$ cat src/rtl/adder_pkg.sv
// Shared definitions for the sequential chunked adder: FSM state encoding,
// operation mode constants and a counter sizing helper.
package adder_pkg;

  typedef enum logic [1:0] {
    ST_IDLE = 2'd0,
    ST_BUSY = 2'd1,
    ST_DONE = 2'd2,
    ST_BAD  = 2'd3
  } state_t;

  localparam logic MODE_ADD = 1'b0;
  localparam logic MODE_SUB = 1'b1;

  // Ceiling log2, used to size the chunk counter.
  function automatic int clog2(input int value);
    int v;
    int r;
    v = value - 1;
    r = 0;
    while (v > 0) begin
      v = v >> 1;
      r = r + 1;
    end
    return r;
  endfunction

endpackage

$ cat src/rtl/chunk_adder.sv
// Combinational CHUNK-bit ripple adder. Each bit is a full adder made of two
// half-adder cells and an OR. Also exposes the carry into the MSB so the
// caller can derive signed overflow on the most significant chunk.
module half_adder (
  input  logic x,
  input  logic y,
  output logic s,
  output logic c
);
  assign s = x ^ y;
  assign c = x & y;
endmodule

module chunk_adder #(
  parameter int CHUNK = 4
) (
  input  logic [CHUNK-1:0] x,
  input  logic [CHUNK-1:0] y,
  input  logic             ci,
  output logic [CHUNK-1:0] s,
  output logic             co,
  output logic             cmsb
);
  logic [CHUNK:0] c;

  assign c[0] = ci;

  for (genvar i = 0; i < CHUNK; i++) begin : g_bit
    logic s1;
    logic c1;
    logic c2;
    half_adder u_ha0 (.x(x[i]), .y(y[i]), .s(s1),   .c(c1));
    half_adder u_ha1 (.x(s1),   .y(c[i]), .s(s[i]), .c(c2));
    assign c[i+1] = c1 | c2;
  end

  assign co   = c[CHUNK];
  assign cmsb = c[CHUNK-1];
endmodule

$ cat src/rtl/seq_chunk_adder.sv
// Multi-cycle adder/subtractor: adds WIDTH-bit operands CHUNK bits per clock,
// carrying between cycles through a registered carry flop, with valid/ready
// handshakes on input and output.
// Optional build macro: SEQ_CHUNK_ADDER_SAT_EN (saturate sum on signed overflow).
module seq_chunk_adder
  import adder_pkg::*;
#(
  parameter int WIDTH = 16,
  parameter int CHUNK = 4
) (
  input  logic             clk,
  input  logic             rst,
  input  logic             in_valid,
  output logic             in_ready,
  input  logic [WIDTH-1:0] a,
  input  logic [WIDTH-1:0] b,
  input  logic             cin,
  input  logic             sub,
  output logic             out_valid,
  input  logic             out_ready,
  output logic [WIDTH-1:0] sum,
  output logic             cout,
  output logic             ovf,
  output logic             busy
);
  localparam int NCHUNK = WIDTH / CHUNK;
  localparam int CNT_W  = (NCHUNK > 1) ? clog2(NCHUNK) : 1;

  state_t             state_q;
  state_t             state_d;
  logic [CNT_W-1:0]   cnt_q;
  logic               carry_q;
  logic [WIDTH-1:0]   a_q;
  logic [WIDTH-1:0]   b_q;
  logic [WIDTH-1:0]   sum_q;
  logic               cout_q;
  logic               ovf_q;

  logic [CHUNK-1:0]   a_chunk;
  logic [CHUNK-1:0]   b_chunk;
  logic [CHUNK-1:0]   s_chunk;
  logic               co_chunk;
  logic               cmsb_chunk;
  logic               last;
  logic               ovf_c;
  logic [WIDTH-1:0]   sum_next;
  logic [WIDTH-1:0]   sum_final;

`ifdef SEQ_CHUNK_ADDER_SAT_EN
  // Clamp to the signed limit in the direction of operand A's sign.
  function automatic logic signed [WIDTH-1:0] sat_limit(input logic neg);
    logic signed [WIDTH-1:0] smin;
    smin = WIDTH'(1) << (WIDTH - 1);
    return neg ? smin : ~smin;
  endfunction
`endif

  assign a_chunk = CHUNK'(a_q >> (int'(cnt_q) * CHUNK));
  assign b_chunk = CHUNK'(b_q >> (int'(cnt_q) * CHUNK));
  assign last    = (cnt_q == CNT_W'(NCHUNK - 1));
  assign ovf_c   = cmsb_chunk ^ co_chunk;

  chunk_adder #(.CHUNK(CHUNK)) u_chunk (
    .x    (a_chunk),
    .y    (b_chunk),
    .ci   (carry_q),
    .s    (s_chunk),
    .co   (co_chunk),
    .cmsb (cmsb_chunk)
  );

  // Merge the current chunk into the running sum and apply optional clamping.
  always_comb begin
    sum_next = sum_q;
    sum_next[int'(cnt_q)*CHUNK +: CHUNK] = s_chunk;
    sum_final = sum_next;
`ifdef SEQ_CHUNK_ADDER_SAT_EN
    if (ovf_c) sum_final = sat_limit(a_q[WIDTH-1]);
`endif
  end

  // FSM state register.
  always_ff @(posedge clk) begin
    if (rst) state_q <= ST_IDLE;
    else     state_q <= state_d;
  end

  // Next-state and handshake outputs.
  always_comb begin
    state_d   = state_q;
    in_ready  = 1'b0;
    out_valid = 1'b0;
    busy      = 1'b0;
    case (state_q)
      ST_IDLE: begin
        in_ready = 1'b1;
        if (in_valid) state_d = ST_BUSY;
      end
      ST_BUSY: begin
        busy = 1'b1;
        if (last) state_d = ST_DONE;
      end
      ST_DONE: begin
        busy      = 1'b1;
        out_valid = 1'b1;
        if (out_ready) state_d = ST_IDLE;
      end
      default: state_d = ST_IDLE;
    endcase
  end

  // Operand capture; B is inverted up front for subtraction.
  always_ff @(posedge clk) begin
    if (state_q == ST_IDLE && in_valid) begin
      a_q <= a;
      b_q <= (sub == MODE_SUB) ? ~b : b;
    end
  end

  // Chunk counter, carry flop and result registers.
  always_ff @(posedge clk) begin
    if (rst) begin
      cnt_q   <= '0;
      carry_q <= 1'b0;
      sum_q   <= '0;
      cout_q  <= 1'b0;
      ovf_q   <= 1'b0;
    end else begin
      case (state_q)
        ST_IDLE: begin
          if (in_valid) begin
            carry_q <= (sub == MODE_SUB) ? 1'b1 : cin;
            cnt_q   <= '0;
          end
        end
        ST_BUSY: begin
          carry_q <= co_chunk;
          cnt_q   <= cnt_q + CNT_W'(1);
          if (last) begin
            sum_q  <= sum_final;
            cout_q <= co_chunk;
            ovf_q  <= ovf_c;
          end else begin
            sum_q  <= sum_next;
          end
        end
        default: ;
      endcase
    end
  end

  assign sum  = sum_q;
  assign cout = cout_q;
  assign ovf  = ovf_q;

endmodule

$ cat config.mk
export PLATFORM = sky130hd
export DESIGN_NAME = seq_chunk_adder
export DESIGN_NICKNAME = d
export VERILOG_FILES = /design/src/rtl/adder_pkg.sv /design/src/rtl/chunk_adder.sv /design/src/rtl/seq_chunk_adder.sv
export SDC_FILE = /design/constraint.sdc
export NUM_CORES = 1
export LEC_CHECK = 0
export CORE_UTILIZATION = 40
export CTS_BUF_LIST = sky130_fd_sc_hd__clkbuf_2 sky130_fd_sc_hd__clkbuf_4 sky130_fd_sc_hd__clkbuf_8
export CTS_CLUSTER_DIAMETER = 80
export DETAILED_ROUTE_END_ITERATION = 6
export GPL_ROUTABILITY_DRIVEN = 0
export PLACE_DENSITY = 0.75
export SLEW_MARGIN = 20
export SYNTH_ARGS = -nofsm -noshare
export SYNTH_HDL_FRONTEND = slang
export SYNTH_SLANG_ARGS = --single-unit
$ cat constraint.sdc
create_clock -name clk -period 4.2 [get_ports clk]
set_input_delay 1.26 -clock clk [delete_from_list [all_inputs] [get_ports clk]]
set_output_delay 1.26 -clock clk [all_outputs]
set_load 0.005 [all_outputs]
== Yosys cells after proc, flatten, opt, wreduce, memory -nomap -nowiden ==
Cells that the tools add are included.
Storage, ports and cells
  bits in registers: 55
  bits in latches: 0
  RAM bits: 0
  ROM bits: 0
  bits of input ports: 38
  output and inout bits: 21
  logic and storage cells: 63
  memories: 0
Cells by class
  add/sub/neg operators: 2
  multipliers: 0
  div/mod/pow operators: 0
  magnitude comparators: 0
  eq/ne operators: 6
  shift-type cells: 4
  muxes and demuxes: 14
  bitwise operators: 22
  reduce and logical (&&, ||, !) cells: 7
Operators with widths (number)
  $neg 4->33: 1
  $shift 4x33->16 const A: 1
  $shiftx 4x33->16: 1
  $shr 16x4->4: 2
  $bwmux 16: 1
  $mux 16: 1
  $not 16->16: 1
  $xor 1x1->1: 9
  $and 1x1->1: 8
  $mux 2: 4
  $ne 2x2->1 const B: 3
  $pmux 2 s3: 1
  $mux 1: 5
  $eq 2x2->1 const B: 2
  $or 1x1->1: 4
  $pmux 2 s2: 1
  $reduce_and 2->1: 2
  $reduce_and 3->1: 1
  $add 2x1->2 const B: 1
  $eq 2x1->1 const B: 1
  $logic_not 2->1: 1
  $pmux 1 s2: 1
  $reduce_bool 2->1: 1
  $reduce_or 2->1: 1
  $logic_and 1x1->1: 1

== Logic depth before layout (Yosys ltp) ==
Gate-level depths: netlist of run 1.
  word-level depth: 11
  depth in mapped cells: 12
  depth with buffers taken out: 10

== Cells and area by module ==
A second synthesis of run 1 with hierarchy kept.
Unflattened totals
  cells, all modules: 194
  area total of the unflattened synthesis: 2598.7 um^2
Modules (own cells, without submodules)
  seq_chunk_adder: instances 1, cells each 182, area an instance 2473.6 um^2, seq. area each 1421.4 um^2
  half_adder: instances 8, cells each 1, area an instance 12.5 um^2, seq. area each 0.0 um^2
  chunk_adder: instances 1, cells each 4, area an instance 25.0 um^2, seq. area each 0.0 um^2

== Worst setup path before layout of run 1 ==
Ideal clock, no wire load.
  path type: register to register
  from: register cnt_q[0]
  to: register ovf_q (netlist: ovf)
  setup time: 0.071 ns
  arrival: 2.887 ns
  required time: 4.129 ns
  setup slack: 1.242 ns
  cell stages (with the launch flop): 13
  buffers on the path: 2
  clock period less this slack: 2.958 ns
  cells stage by stage: dfxtp_1 > buf_6 > buf_2 > mux4_2 > fa_1 > inv_1 > fa_1 > fa_1 > inv_1 > fa_1 > xnor2_1 > nand3_1 > a21oi_1
On the way
  cells in the longest elaborated chain, start to end: 11
  elaborated cells between the ends (all ways): 21
  classes of those cells: eq/ne: 1; shift: 2; bitwise: 17; reduce/logical: 1
Ends and longest elaborated chain
  start, declared: RTL line seq_chunk_adder.sv:31  | logic [CNT_W-1:0] cnt_q;
  start signal, assigned: RTL line seq_chunk_adder.sv:138  | cnt_q <= cnt_q + CNT_W'(1);
  $shr 16x4->4, on equally long branches: RTL line seq_chunk_adder.sv:58, seq_chunk_adder.sv:59
  $xor 1x1->1: RTL line chunk_adder.sv:10  | assign s = x ^ y;
  $and 1x1->1: RTL line chunk_adder.sv:11  | assign c = x & y;
  $or 1x1->1: RTL line chunk_adder.sv:34  | assign c[i+1] = c1 | c2;
  $and 1x1->1: RTL line chunk_adder.sv:11
  $or 1x1->1: RTL line chunk_adder.sv:34
  $and 1x1->1: RTL line chunk_adder.sv:11
  $or 1x1->1: RTL line chunk_adder.sv:34
  $and 1x1->1: RTL line chunk_adder.sv:11
  $or 1x1->1 *: RTL line chunk_adder.sv:34
  via co_chunk: RTL line seq_chunk_adder.sv:42  | logic co_chunk;
  $xor 1x1->1 *: RTL line seq_chunk_adder.sv:61  | assign ovf_c = cmsb_chunk ^ co_chunk;
  end signal, assigned: RTL line seq_chunk_adder.sv:142  | ovf_q <= ovf_c;
  end, declared: RTL line seq_chunk_adder.sv:37  | logic ovf_q;
Mark *: on every way through the listed nets, which the timed path passes. The rest lies on a longest branch.
A chain may end at the register's enable or synchronous reset.

== Worst setup path after layout of run 1 ==
  from: register cnt_q[1]
  to: register sum_q[15] (netlist: sum[15])
On the way
  cells in the longest elaborated chain, start to end: 11
  elaborated cells between the ends (all ways): 23
  classes of those cells: add/sub: 1; shift: 4; mux: 1; bitwise: 17
Ends and longest elaborated chain
  $shr 16x4->4, on equally long branches: RTL line seq_chunk_adder.sv:58, seq_chunk_adder.sv:59
  $xor 1x1->1: RTL line chunk_adder.sv:10
  $and 1x1->1: RTL line chunk_adder.sv:11
  $or 1x1->1: RTL line chunk_adder.sv:34
  $and 1x1->1: RTL line chunk_adder.sv:11
  $or 1x1->1: RTL line chunk_adder.sv:34
  $and 1x1->1: RTL line chunk_adder.sv:11
  $or 1x1->1: RTL line chunk_adder.sv:34
  $xor 1x1->1: RTL line chunk_adder.sv:10
  $shiftx 4x33->16: RTL line seq_chunk_adder.sv:75  | sum_next[int'(cnt_q)*CHUNK +: CHUNK] = s_chunk;
  $bwmux 16 *: RTL line seq_chunk_adder.sv:75
  end signal, assigned: RTL line seq_chunk_adder.sv:140  | sum_q <= sum_final;
  end signal, assigned: RTL line seq_chunk_adder.sv:144  | sum_q <= sum_next;
  end, declared: RTL line seq_chunk_adder.sv:35  | logic [WIDTH-1:0] sum_q;
Mark *: on every way between the ends. The rest lies on a longest branch, timed or not.

==> results.sh, run 1 <==
export IMPL_crit_top_cell="sky130_fd_sc_hd__fa_1"
export IMPL_num_io_pins=59
export IMPL_die_width_um=82.1
export IMPL_yosys_warnings=0
export IMPL_place_hpwl_mm=3.55
export IMPL_slew_headroom=0.397
export IMPL_clock_slew_at_the_register_clock_pins_of_the_worst_setup_and_hold_paths_ns=0.10
export IMPL_crit_path_top_delay_cell="sky130_fd_sc_hd__dfxtp_1"
export IMPL_drt_total_wl_mm=4.65
export IMPL_initialDrtViolationCount=61
export IMPL_clock_insertion_delay_worst_skew_ns=0.32
export IMPL_yosysSeqAreaShare=0.554
export IMPL_post_synth_instance_area_mm2=0.00257
export IMPL_critPathCaptureType="flop"
export IMPL_dr_pass1_iters=4
export IMPL_internal_power_mw=1.10
export IMPL_fmax_mhz=335
export IMPL_grt_pass1_wl_mm=7.79
export IMPL_final_layout_size_suffix_gt1_frac=0.0492
export IMPL_timing_max_transition_violations_final=0
export IMPL_whs_path_depth=2
export IMPL_grt_start_max_net_pins=33
export IMPL_run_status="finished, final reports clean"
export IMPL_mean_instance_size_in_the_synthesized_netlist_um2=12.5
export IMPL_synth_nets=257
export IMPL_floorplan_die_area_mm2=0.00674
export IMPL_std_cell_rows=28
export IMPL_worst_r2r_cell_count=9
export IMPL_die_y_um=82.1
export IMPL_worstMarginPinSlew_ns=0.902
export IMPL_synth_enable_flop_cells=32
export IMPL_htreeDepth=2
export IMPL_track_usage=0.157
export IMPL_crit_required_ns=4.38
export IMPL_setup_tns_final_ns=0
export IMPL_vias_per_cell=4.93
export IMPL_ys_types=31
export IMPL_worstPathArrival_ns=3.16
export IMPL_share_clk_of_total_power=0.185
export IMPL_avgRoutedWirePerCell_um=13.7
export IMPL_layout_core_utilization=0.544
export IMPL_maxCapViolations=0
export IMPL_via_count_of_the_first_global_routing_pass=1637
export IMPL_crit_cells=9
export IMPL_clock_tree_from_tritoncts="done"
export IMPL_num_antenna_cells=0
export IMPL_postSynth_asyncResetShare=0
export IMPL_critPathLaunchType="flop"
export IMPL_critPathTopFamily="adder cells"
export IMPL_share_comb_of_total_power=0.370
export IMPL_finalHoldViolCount=0
export IMPL_numClockSinks=55
export IMPL_synth_seq_cells=55
export IMPL_power_static_leakage_nw=1.17
export IMPL_critPathMaxStageDelay_ns=0.68
export IMPL_hold_slack_ns=0.459
export IMPL_fin_crit_sh=0.710
export IMPL_core_area_mm2=0.00606
export IMPL_path_max_fanout=14
export IMPL_power_switching_fraction=0.332
export IMPL_ys_flop_type="sky130_fd_sc_hd__edfxtp_1"
export IMPL_nets=314
export IMPL_worst_hold_path_type="flop to flop"
export IMPL_setup_violations=0
export IMPL_num_vias=1672
export IMPL_finClkSkew_ns=0.00882
export IMPL_crit_path_buf_inv_count=2
export IMPL_finalCriticalPeriod_ns=2.98
export IMPL_cts_hold_repair_buffers=0
export IMPL_clock_tree_root_cell="sky130_fd_sc_hd__clkbuf_8"
export IMPL_crit_chain="mux4_2 -> fa_1 -> inv_1 -> fa_1 -> fa_1 -> inv_1 -> fa_1 -> a32oi_1 -> nor2_1"
export IMPL_power_net_switching_mw=0.549
export IMPL_route_antenna_remaining_nets=0
export IMPL_initial_utilization=0.423
export IMPL_syn_to_final_growth_pct=28.6
export IMPL_grt_antenna_before_repair=0
export IMPL_power_density_mw_per_mm2=501
export IMPL_rsz0062_at_grt="false"
export IMPL_n_fill_cell=528
export IMPL_drc_errors=0
export IMPL_power_mw=1.65
export IMPL_pwr_share_seq=0.445
export IMPL_numCtsBuffers=5
export IMPL_critPathKind="flop to flop"
export IMPL_clk_path_buf_depth=2
export IMPL_post_cts_resized=0
export IMPL_irDropWorstVdd_mv=0.188
export IMPL_port_buffer_count=58
export IMPL_synth_cells=206
export IMPL_global_route_overflow_total=0
export IMPL_cts_repair_timing_setup_buffer_count=0
## final cells by class
type	instances	area (um^2)	share of cell area
inverter	13	48.8	0.0148
multi-input combinational	128	1040	0.317
timing repair buffer	60	596	0.181
clock buffer	5	68.8	0.0209
sequential	55	1420	0.431
tap	75	93.8	0.0284
clock inverter	3	26.3	0.00796
## worst reg2reg max path: cells and delay by family (launching register included)
| kind | cells | cell delay [ns] |
|---|---|---|
| AO/OA/AOI/OAI | 1 | 0.21 |
| adder cells (fa/ha/maj) | 4 | 1.43 |
| buffers and inverters | 2 | 0.14 |
| flip-flops | 1 | 0.68 |
| multiplexers | 1 | 0.33 |
| AND/OR/NAND/NOR | 1 | 0.05 |
## flip-flops by register name, indices dropped and copies added, names as in the netlist
name / cells
a_q: 16
b_q: 16
sum: 16
cnt_q: 2
state_q: 2
carry_q: 1
cout: 1
ovf: 1
## synthesized netlist by cell type (4+ instances only)
cell type,instances,area [um^2]
sky130_fd_sc_hd__mux4_1,5,131
sky130_fd_sc_hd__nand2b_1,6,37.5
sky130_fd_sc_hd__or3_1,8,50.1
sky130_fd_sc_hd__inv_1,13,48.8
sky130_fd_sc_hd__a21oi_1,20,100
sky130_fd_sc_hd__ha_1,9,113
sky130_fd_sc_hd__dfxtp_1,23,460
sky130_fd_sc_hd__nand4_1,6,37.5
sky130_fd_sc_hd__clkbuf_1,4,15.0
sky130_fd_sc_hd__edfxtp_1,32,961
sky130_fd_sc_hd__buf_2,5,25.0
sky130_fd_sc_hd__xor2_1,17,149
sky130_fd_sc_hd__nand2_1,24,90.1
sky130_fd_sc_hd__fa_1,4,80.1
## layer usage
layer,track usage,vias up,part of all wire
li1,-,846,-
met1,0.197,768,0.44
met2,0.254,49,0.49
met3,0.0484,9,0.049
met4,0.0561,0,0.016
met5,0,-,0
## cell usage in the layout (no fill, tap or decap), types with 4 or more instances in the layout
cell                              instances
sky130_fd_sc_hd__a21oi_1                 20
sky130_fd_sc_hd__clkbuf_8                 5
sky130_fd_sc_hd__clkdlybuf4s50_1         58
sky130_fd_sc_hd__dfxtp_1                 23
sky130_fd_sc_hd__edfxtp_1                32
sky130_fd_sc_hd__fa_1                     4
sky130_fd_sc_hd__ha_1                     9
sky130_fd_sc_hd__inv_1                   13
sky130_fd_sc_hd__mux4_1                   5
sky130_fd_sc_hd__nand2_1                 24
sky130_fd_sc_hd__nand2b_1                 6
sky130_fd_sc_hd__nand4_1                  6
sky130_fd_sc_hd__or3_1                    8
sky130_fd_sc_hd__xor2_1                  17
## metrics by stage
stage	worst slack (ns)	std cells	cell area, um^2
5_1_grt	0.983	339	3300
3_3_place_gp	1.28	331	3200
3_5_place_dp	1.22	331	3200
4_1_cts	1.19	339	3300
6_report	1.22	339	3300
2_1_floorplan	1.24	206	2570
## kinds of logic after synthesis
family                     after synthesis  share of synthesized area
buffers and inverters                   23                     0.0390
adders and majority gates               13                     0.0751
AOI/OAI and AO/OA                       26                     0.0590
and+or+nand+nor                         60                      0.122
DFF                                     55                      0.554
muxes                                   11                     0.0892
xor gates and xnor gates                18                     0.0614
## worst paths after layout
path | startpoint | endpoint | slack (ns)
max | cnt_q[1]$_SDFFE_PP0P_ | sum[15]$_SDFFE_PP0P_ | 1.22
min | sum[10]$_SDFFE_PP0P_ | sum[10]$_SDFFE_PP0P_ | 0.46
max reg2reg | cnt_q[1]$_SDFFE_PP0P_ | sum[15]$_SDFFE_PP0P_ | 1.22
min reg2reg | sum[10]$_SDFFE_PP0P_ | sum[10]$_SDFFE_PP0P_ | 0.46
## power groups by stage
| stage | Combinational, mW | Clock (mW) | Sequential [mW] |
|---|---|---|---|
| detailed placement | 0.616 | 0 | 0.749 |
| global placement | 0.602 | 0 | 0.742 |
| finish | 0.612 | 0.305 | 0.735 |
| global route | 0.684 | 0.339 | 0.746 |
| floorplan | 0.414 | 0 | 0.732 |
| CTS | 0.617 | 0.314 | 0.737 |
Power figures use the tool's default switching activity.
==> inputs of run 2 (changes only) <==
--- a/config.mk
+++ b/config.mk
@@ -10,7 +10,7 @@
 export CTS_CLUSTER_DIAMETER = 80
 export DETAILED_ROUTE_END_ITERATION = 6
 export GPL_ROUTABILITY_DRIVEN = 0
-export PLACE_DENSITY = 0.75
+export PLACE_DENSITY = 0.78
 export SLEW_MARGIN = 20
 export SYNTH_ARGS = -nofsm -noshare
 export SYNTH_HDL_FRONTEND = slang
==> constraint.sdc (replaced) <==
create_clock -name clk -period 2.54 [get_ports clk]
set_input_delay 0.762 -clock clk [delete_from_list [all_inputs] [get_ports clk]]
set_output_delay 0.762 -clock clk [all_outputs]
set_load 0.005 [all_outputs]
==> results.sh, run 2 (synthesis gave the netlist of run 1 again) <==
export IMPL_run_status="finished with violations"
export IMPL_violations="setup timing"
export IMPL_power_net_switching_mw=0.965
export IMPL_endpoint_of_the_lowest_slack_register_to_register_path="sum[3]$_SDFFE_PP0P_"
export IMPL_core_area_mm2=0.00606
export IMPL_commonest_cells_after_routing_fill_and_taps_aside="sky130_fd_sc_hd__clkdlybuf4s50_1 (58), sky130_fd_sc_hd__edfxtp_1 (32), sky130_fd_sc_hd__nand2_1 (24), sky130_fd_sc_hd__dfxtp_1 (22), sky130_fd_sc_hd__a21oi_1 (19)"
export IMPL_multiInputGateArea_mm2=0.00107
export IMPL_grt_util_met1=0.191
export IMPL_num_io_pins=59
export IMPL_grt_pass1_wl_mm=7.96
export IMPL_irDropWorstVdd_mv=0.379
export IMPL_fin_crit_sh=1.07
export IMPL_fmax_mhz=367
export IMPL_initial_utilization=0.423
export IMPL_std_cell_rows=28
export IMPL_clock_tree_root_cell="sky130_fd_sc_hd__clkbuf_8"
export IMPL_drc_errors=0
export IMPL_n_fill_cell=516
export IMPL_die_y_um=82.1
export IMPL_maxCapViolations=0
export IMPL_die_width_um=82.1
export IMPL_final_layout_size_suffix_gt1_frac=0.114
export IMPL_clock_tree_from_tritoncts="done"
export IMPL_ff2ff_setup_slack_ns=-0.19
export IMPL_worstPathArrival_ns=2.97
export IMPL_nets=322
export IMPL_finalCriticalPeriod_ns=2.73
export IMPL_num_vias=1764
export IMPL_most_frequent_standard_cell_in_the_layout_excluding_fill_and_tap_cells="sky130_fd_sc_hd__clkdlybuf4s50_1"
export IMPL_timing_critical_path_to="sum[3]$_SDFFE_PP0P_"
export IMPL_dr_pass1_iters=4
export IMPL_timing_max_transition_violations_final=0
export IMPL_num_antenna_cells=0
export IMPL_clock_insertion_delay_worst_skew_ns=0.31
export IMPL_reg2reg_from="cnt_q[0]$_SDFFE_PP0P_"
export IMPL_setup_violations=6
export IMPL_grt_antenna_before_repair=0
export IMPL_avgRoutedWirePerCell_um=14.1
export IMPL_share_clk_of_total_power=0.170
export IMPL_power_switching_fraction=0.332
export IMPL_global_route_overflow_total=0
export IMPL_drt_total_wl_mm=4.88
export IMPL_finClkSkew_ns=0.00742
export IMPL_power_density_mw_per_mm2=853
export IMPL_layout_core_utilization=0.562
export IMPL_critPathKind="flop to flop"
export IMPL_worst_r2r_cell_count=9
export IMPL_finalHoldViolCount=0
export IMPL_global_route_usage_met3=0.0374
export IMPL_register_area_mm2=0.00143
export IMPL_internal_power_mw=1.94
export IMPL_slew_headroom=0.646
export IMPL_share_comb_of_total_power=0.413
export IMPL_crit_required_ns=2.78
export IMPL_rsz0062_at_grt="true"
export IMPL_cts_hold_repair_buffers=0
export IMPL_via_count_of_the_first_global_routing_pass=1765
export IMPL_critPathCaptureType="flop"
export IMPL_pwr_share_seq=0.417
export IMPL_path_max_fanout=4
export IMPL_initialDrtViolationCount=116
export IMPL_setup_slack_ns=-0.187
export IMPL_hold_slack_ns=0.459
export IMPL_floorplan_die_area_mm2=0.00674
export IMPL_numCtsBuffers=5
export IMPL_worst_hold_path_type="flop to flop"
export IMPL_clock_slew_at_the_register_clock_pins_of_the_worst_setup_and_hold_paths_ns=0.10
export IMPL_gr_usage_met2=0.279
export IMPL_worstMarginPinSlew_ns=0.532
export IMPL_grt_start_max_net_pins=33
export IMPL_place_hpwl_mm=3.68
export IMPL_cts_repair_timing_setup_buffer_count=0
export IMPL_crit_path_start="cnt_q[0]$_SDFFE_PP0P_"
export IMPL_htreeDepth=2
export IMPL_power_static_leakage_nw=1.21
export IMPL_port_buffer_count=58
export IMPL_numClockSinks=55
export IMPL_dp_worst_setup_slack_ns=-0.154
export IMPL_top_usage_layer="met2"
export IMPL_power_mw=2.90
export IMPL_track_usage=0.163
export IMPL_vias_per_cell=5.08
export IMPL_clk_path_buf_depth=2
export IMPL_critPathLaunchType="flop"
export IMPL_syn_to_final_growth_pct=32.6
export IMPL_route_antenna_remaining_nets=0
run 2: cell types whose count changed in the layout (fill, tap and decap cells not counted), sizes merged:
cell,before,now
clkinvlp,0,2
clkinv,1,0
buf,2,10
inv,15,14
run 2: timing repair:
item	CTS	global route
gates cloned	0	0
hold endpoints to repair	0	0
gates resized for setup	3	1
endpoints found under the setup margin	11	11
pin swaps	5	1
run 2: cell type report:
| class | instances | area share |
|---|---|---|
| clock buffer | 5 | 0.0202 |
| clock inverter | 3 | 0.00699 |
| inverter | 13 | 0.0143 |
| multi-input combinational | 128 | 0.315 |
| sequential | 55 | 0.419 |
| tap | 75 | 0.0276 |
| timing repair buffer | 68 | 0.197 |
run 2: through the flow:
step / setup TNS (ns) / cell area [um^2] / cells
after detailed placement: -0.673 / 3290 / 339
after floorplan: -1.67 / 2590 / 206
final: -0.684 / 3400 / 347
after global placement: -0.221 / 3290 / 339
after CTS: -0.778 / 3400 / 347
after global routing: -1.62 / 3400 / 347
run 2: layer usage:
layer / vias up / share of wire
met1: 815 / 0.42
met3: 12 / 0.054
met4: 0 / 0.027
met2: 76 / 0.50
met5: - / 0
li1: 861 / -
run 2: power groups by stage:
stage	Clock [mW]	Sequential (mW)	Combinational, mW
4_1_cts	0.508	1.21	1.21
3_3_place_gp	0	1.22	1.13
6_report	0.494	1.21	1.20
2_1_floorplan	0	1.21	0.723
5_1_grt	0.547	1.23	1.31
3_5_place_dp	0	1.23	1.17
run 2: worst min-delay path by stage:
stage | start | end | slack [ns] | depth (start not counted)
global placement | sum[4]$_SDFFE_PP0P_ | sum[4]$_SDFFE_PP0P_ | 0.44 | 2
CTS | sum[10]$_SDFFE_PP0P_ | sum[10]$_SDFFE_PP0P_ | 0.46 | 2
floorplan | sum[1]$_SDFFE_PP0P_ | sum[1]$_SDFFE_PP0P_ | 0.45 | 2
global route | sum[2]$_SDFFE_PP0P_ | sum[2]$_SDFFE_PP0P_ | 0.48 | 2
detailed placement | sum[10]$_SDFFE_PP0P_ | sum[10]$_SDFFE_PP0P_ | 0.45 | 2
finish | sum[10]$_SDFFE_PP0P_ | sum[10]$_SDFFE_PP0P_ | 0.46 | 2
run 2: worst max-delay path, stage by stage, from the launching register on:
cell and delay, ns:
sky130_fd_sc_hd__dfxtp_4 0.38, sky130_fd_sc_hd__mux4_2 0.52, sky130_fd_sc_hd__fa_2 0.37, sky130_fd_sc_hd__inv_2 0.07, sky130_fd_sc_hd__fa_2 0.21, sky130_fd_sc_hd__fa_2 0.22
sky130_fd_sc_hd__inv_2 0.04, sky130_fd_sc_hd__fa_2 0.57, sky130_fd_sc_hd__nand4_1 0.13, sky130_fd_sc_hd__a21oi_2 0.16
